### config.mk
export PLATFORM = sky130hd
export DESIGN_NAME = mux_scan_ctrl_flat
export DESIGN_NICKNAME = d
export VERILOG_FILES = /design/src/rtl/mux_scan_pkg.sv /design/src/rtl/mux_scan_ctrl_if.sv /design/src/rtl/mux_scan_ctrl.sv /design/src/flat_wrapper.sv
export SDC_FILE = /design/constraint.sdc
export NUM_CORES = 1
export LEC_CHECK = 0
export ABC_CLOCK_PERIOD_IN_PS = 1540
export BUFFER_PORTS_ARGS = -buffer_cell sky130_fd_sc_hd__buf_4
export CORE_UTILIZATION = 30
export CTS_CLUSTER_SIZE = 20
export DETAILED_ROUTE_END_ITERATION = 6
export PLACE_DENSITY = 0.58
export SLEW_MARGIN = 20
export SYNTH_ARGS = -nofsm -noshare
export SYNTH_HDL_FRONTEND = slang
export SYNTH_SLANG_ARGS = --single-unit
### constraint.sdc
create_clock -name clk -period 1.54 [get_ports clk]
set_input_delay 0.231 -clock clk [delete_from_list [all_inputs] [get_ports clk]]
set_output_delay 0.231 -clock clk [all_outputs]
set_load 0.05 [all_outputs]
### src/rtl/mux_scan_pkg.sv
// Shared definitions for the mux select sequencer.
//   scan_state_t : FSM encoding (IDLE / DWELL / DONE)
//   NUM_CH, CH_W : mux channel count and select width
//   DWELL_MIN/MAX: legal dwell range, dwell_ok() range check
package mux_scan_pkg;

  typedef enum logic [1:0] {
    ST_IDLE  = 2'd0,
    ST_DWELL = 2'd1,
    ST_DONE  = 2'd2
  } scan_state_t;

  localparam int NUM_CH    = 4;
  localparam int CH_W      = 2;
  localparam int DWELL_MIN = 1;
  localparam int DWELL_MAX = 255;

  function automatic bit dwell_ok(input int d);
    return (d >= DWELL_MIN) && (d <= DWELL_MAX);
  endfunction

endpackage

### src/rtl/mux_scan_ctrl_if.sv
// Word delivery bundle of the mux select sequencer.
//   data  : 4-bit assembled word, bit k = mux output while channel k selected
//   valid : data holds a word not yet consumed
//   ready : consumer accepts
// Handshake: a word transfers on any rising edge where valid & ready are both
// high. Once valid is high, data is held stable until that transfer; the
// producer never retracts valid. ready may be driven freely by the consumer.
interface mux_scan_ctrl_if;
  logic [3:0] data;
  logic       valid;
  logic       ready;

  modport master (output data, output valid, input ready);
  modport slave  (input data, input valid, output ready);
endinterface

### src/rtl/mux_scan_ctrl.sv
// Round-robin select sequencer for a 4:1 single-bit mux.
// Steps the mux selects through channels 0..3, holds each for DWELL cycles,
// samples y on the last dwell cycle of each channel and delivers the four
// samples as one word over a valid/ready bundle, flagging dropped words.
// Ports:
//   clk, rst_n : clock (rising edge), asynchronous active-low reset
//   start      : scan request, only looked at in IDLE
//   cont       : continuous mode, looked at on each channel-3 sample edge
//   y          : mux output
//   s_0, s_1   : registered mux selects
//   busy       : scan in progress
//   overrun    : sticky, a completed word was dropped; cleared by next start
//   dbg_state  : current FSM state
//   bus        : data/valid/ready word delivery (master side)
module mux_scan_ctrl
  import mux_scan_pkg::*;
#(
  parameter int DWELL = 2,
  parameter int CW    = $clog2(DWELL + 1)
) (
  input  logic                    clk,
  input  logic                    rst_n,
  input  logic                    start,
  input  logic                    cont,
  input  logic                    y,
  output logic                    s_0,
  output logic                    s_1,
  output logic                    busy,
  output logic                    overrun,
  output scan_state_t             dbg_state,
  mux_scan_ctrl_if.master         bus
);

  localparam logic [CW-1:0]   LAST_CNT = CW'(DWELL - 1);
  localparam logic [CH_W-1:0] LAST_CH  = CH_W'(NUM_CH - 1);

  scan_state_t       state_q, state_n;
  logic [CH_W-1:0]   ch_q, ch_n;
  logic [CW-1:0]     cnt_q, cnt_n;
  logic [NUM_CH-1:0] smp_q, smp_n;
  logic [3:0]        data_q, data_n;
  logic              valid_q, valid_n;
  logic              ovr_q, ovr_n;

  always_ff @(posedge clk or negedge rst_n) begin
    if (!rst_n) begin
      state_q <= ST_IDLE;
      ch_q    <= '0;
      cnt_q   <= '0;
      smp_q   <= '0;
      data_q  <= '0;
      valid_q <= 1'b0;
      ovr_q   <= 1'b0;
    end else begin
      state_q <= state_n;
      ch_q    <= ch_n;
      cnt_q   <= cnt_n;
      smp_q   <= smp_n;
      data_q  <= data_n;
      valid_q <= valid_n;
      ovr_q   <= ovr_n;
    end
  end

  always_comb begin
    state_n = state_q;
    ch_n    = ch_q;
    cnt_n   = cnt_q;
    smp_n   = smp_q;
    data_n  = data_q;
    valid_n = valid_q;
    ovr_n   = ovr_q;

    // Consumption; a word loaded on the same edge overrides this below.
    if (valid_q && bus.ready) valid_n = 1'b0;

    unique case (state_q)
      ST_IDLE: begin
        ch_n  = '0;
        cnt_n = '0;
        if (start) begin
          state_n = ST_DWELL;
          smp_n   = '0;
          ovr_n   = 1'b0;
        end
      end

      ST_DWELL: begin
        if (cnt_q == LAST_CNT) begin
          cnt_n     = '0;
          smp_n[ch_q] = y;
          if (ch_q != LAST_CH) begin
            ch_n = ch_q + CH_W'(1);
          end else begin
            // Word completion: the channel-3 sample goes straight into the
            // word, so the DONE step is resolved within this edge.
            if (!valid_q || bus.ready) begin
              data_n  = {y, smp_q[2:0]};
              valid_n = 1'b1;
            end else begin
              ovr_n = 1'b1;
            end
            ch_n    = '0;
            smp_n   = '0;
            state_n = cont ? ST_DWELL : ST_IDLE;
          end
        end else begin
          cnt_n = cnt_q + CW'(1);
        end
      end

      // Completion never parks the register in DONE; recover to IDLE.
      default: begin
        state_n = ST_IDLE;
        ch_n    = '0;
        cnt_n   = '0;
      end
    endcase
  end

  // Selects come straight from the channel register: no decode glitches.
  assign s_0       = ch_q[0];
  assign s_1       = ch_q[1];
  assign busy      = (state_q != ST_IDLE);
  assign overrun   = ovr_q;
  assign dbg_state = state_q;
  assign bus.data  = data_q;
  assign bus.valid = valid_q;

  dwell_range_a: assert property (@(posedge clk) dwell_ok(DWELL));

endmodule

### src/flat_wrapper.sv
// flat-port wrapper written by rule: the top's interface ports become plain ports
module mux_scan_ctrl_flat import mux_scan_pkg::*;
#(
  parameter int DWELL = 2,
  parameter int CW    = $clog2(DWELL + 1)
)
  (clk, rst_n, start, cont, y, s_0, s_1, busy, overrun, dbg_state, bus_data, bus_valid, bus_ready);
  mux_scan_ctrl_if bus_i ();
  input  logic clk;
  input  logic rst_n;
  input  logic start;
  input  logic cont;
  input  logic y;
  output logic s_0;
  output logic s_1;
  output logic busy;
  output logic overrun;
  output scan_state_t dbg_state;
  output wire logic [$bits(bus_i.data)-1:0] bus_data;
  output wire logic [$bits(bus_i.valid)-1:0] bus_valid;
  input wire logic [$bits(bus_i.ready)-1:0] bus_ready;
  assign bus_data = bus_i.data;
  assign bus_valid = bus_i.valid;
  assign bus_i.ready = bus_ready;
  mux_scan_ctrl #(.DWELL(DWELL), .CW(CW)) u_core (.clk(clk), .rst_n(rst_n), .start(start), .cont(cont), .y(y), .s_0(s_0), .s_1(s_1), .busy(busy), .overrun(overrun), .dbg_state(dbg_state), .bus(bus_i));
endmodule
==> summary.txt <==
status = finished clean
dpl hpwl = 880 um
diode count = 0
top_reg_cell synth = dfrtp_1
synthesized flop and latch total = 14
DRT Pass-1 Iters = 2
Arr. time, crit path = 1.60 ns
clk buf depth = 2
endpoints failing setup = 0
CP endpoint kind = flip-flop
Fmax = 702 MHz
Top Ports = 17
GRT Util Overall = 0.108
R2R Setup Slk = 0.12 ns
Root Buffer = clkbuf_4
startpoint class of the critical path = flip-flop
Layout Cells excl Fill = 105
Cells after DPL = 100
Synth cell types = 21
nets@finish = 89
DR vias = 470
Mapped Nets = 69
initial antenna violation count = 0
postcts setup bufs = 0
max_cap viols = 0
Synth area leaders = dfrtp_1 (51%), ha_1 (7.3%), mux2_1 (6.6%)
synthesized area per cell = 11.6 um^2
Peak VDD IR = 1.13 mV
hold depth = 2
Slew Limit Fails = 0
Hold Crit Class = in2reg
P per Cell Area = 2360 nW/um^2
CP max FO = 6
R2R cell count = 4
RSZ-0062 raised after global routing = false
Power Total = 2.09 mW
post-CTS resize count = 0
Synthesis Warnings = 0
R2R Path Start = u_core.ch_q[0]$_DFFE_PN0P_
fillcell total = 199
Std-Cell Rows = 16
Starting DRT DRC Count = 5
async set-reset flop share out of synthesis = 1.00
Worst R2R End = u_core.bus.data[0]$_DFFE_PN0P_
DR vias/cell = 4.48
synth cell count leaders = dfrtp_1 (14), nand3_1 (6)
WS Path Type = reg2reg
final setup skew = 0.00437 ns
Worst EP required = 1.71 ns
initial core utilization = 0.332
CTS tree = done
largest net degree at the start of global routing = 15
Die H = 49.8 um
clock sink count = 14
CTS Hold Buffers Added = 1
Synth Instances = 59
min cycle time layout = 1.42 ns
Num CTS Buffers = 3
post-synthesis sequential area ratio = 0.512
Hold Path End = u_core.bus.valid$_DFF_PN0_
routability-driven placement congestion ratio = 0.710
quantity of I/O buffers inserted on ports = 15
Routed WL = 1140 um
crit share post-route = 0.925
grt ovf = 0
Fin Setup TNS = 0 ns
cell with the most instances after synthesis = dfrtp_1
drt wl/cell = 10.9 um
top cell type by total area after synthesis = dfrtp_1
Die W = 49.8 um
vias in the first global route = 431
number of synthesized flops with an enable pin = 0
Hold Violations, Final = 0
Cell Area, Synth = 684 um^2
Die Footprint = 2480 um^2
first-pass GRT wire length = 1880 um
H-Tree Depth = 1
Hold Startpoint = bus_ready
core area = 2060 um^2
P&R area growth vs syn = 29.4%
Yosys top cell area share = 0.512
DRT antenna net count = 0
clock-pin slew of the registers on the worst-case setup and hold paths = 0.09 ns
proportion of layout cells with a drive suffix above 1 = 0.333
DRC violations left = 0
Lkg Pwr = 0.409 nW
Clk Latency, worst-skew pair = 0.29 ns
state kept, by name (all words and copies together) (netlist names):
register          count
u_core.cnt_q          2
u_core.bus.valid      1
u_core.ch_q           2
u_core.bus.data       4
u_core.overrun        1
u_core.smp_q          3
u_core.dbg_state      1
power by group:
part	switching [mW]	total, mW	leakage, nW	internal, mW
registers	0.136	0.675	0.168	0.538
logic	0.732	1.14	0.220	0.411
clock network	0.127	0.271	0.0210	0.144
total	0.996	2.09	0.409	1.09
stage by stage:
step / cell area, um^2 / util / hold slack, ns / worst slack (ns)
5_1_grt: 886 / 0.430 / 0.138 / 0.0310
3_5_place_dp: 840 / 0.407 / 0.0911 / 0.124
4_1_cts: 886 / 0.430 / 0.143 / 0.103
2_1_floorplan: 701 / - / -0.0646 / 0.00963
6_report: 886 / 0.430 / 0.151 / 0.115
3_3_place_gp: 840 / 0.407 / 0.0929 / 0.152
cell usage in the layout, fill, tap and decap left out, drive strengths merged:
master,n
buf,16
dfrtp,14
nand3,6
inv,4
nor2b,4
nand3b,4
mux2,4
ha,4
clkbuf,4
nand4,3
o21ai,2
mux2i,2
and2,1
nand4b,1
nand2b,1
nand2,1
and2b,1
nor3,1
o21a,1
nor2,1
a21oi,1
conb,1
dlygate4sd3,1
logic make-up (layout without fill, tap and decap cells):
logic type                 Yosys count  after routing  share of synthesized area
DFF                                 14             14                      0.512
buffers and inverters                6             25                     0.0439
and+or+nand+nor                     24             24                      0.221
other                                1              1                    0.00548
AOI/OAI and AO/OA                    4              4                     0.0494
muxes                                6              6                     0.0951
adders and majority gates            4              4                     0.0731
layer usage:
| metal | global-route usage | vias up | wire [um] |
|---|---|---|---|
| met5 | 0 | - | 0 |
| met1 | 0.127 | 213 | 545 |
| li1 | - | 241 | - |
| met2 | 0.164 | 14 | 505 |
| met3 | 0.0556 | 2 | 77 |
| met4 | 0.0429 | 0 | 12 |
area by class of cell:
cell class	instances	area [um^2]	area share
inverter	4	15.0	0.0169
timing repair buffer	17	130	0.147
clock buffer	4	36.3	0.0410
multi-input combinational	39	317	0.357
sequential	14	354	0.400
tap	27	33.8	0.0381
how the worst max path moves through the flow:
stage                                                 to  slack [ns]                  startpoint
after floorplan           u_core.bus.data[0]$_DFFE_PN0P_        0.01  u_core.ch_q[0]$_DFFE_PN0P_
after global placement    u_core.bus.data[1]$_DFFE_PN0P_        0.15  u_core.ch_q[0]$_DFFE_PN0P_
after detailed placement  u_core.bus.data[0]$_DFFE_PN0P_        0.12  u_core.ch_q[0]$_DFFE_PN0P_
after CTS                 u_core.bus.data[0]$_DFFE_PN0P_        0.10  u_core.ch_q[0]$_DFFE_PN0P_
after global routing      u_core.bus.data[0]$_DFFE_PN0P_        0.03  u_core.ch_q[0]$_DFFE_PN0P_
final                     u_core.bus.data[0]$_DFFE_PN0P_        0.12  u_core.ch_q[0]$_DFFE_PN0P_
worst max-delay path, cell delays in order, from the launching register on:
cell and delay, ns:
dfrtp_2 0.44, ha_4 0.16, nand4b_2 0.16, a21oi_4 0.21
mux2_1 0.34
No activity file was read; power rests on OpenSTA's default activity.
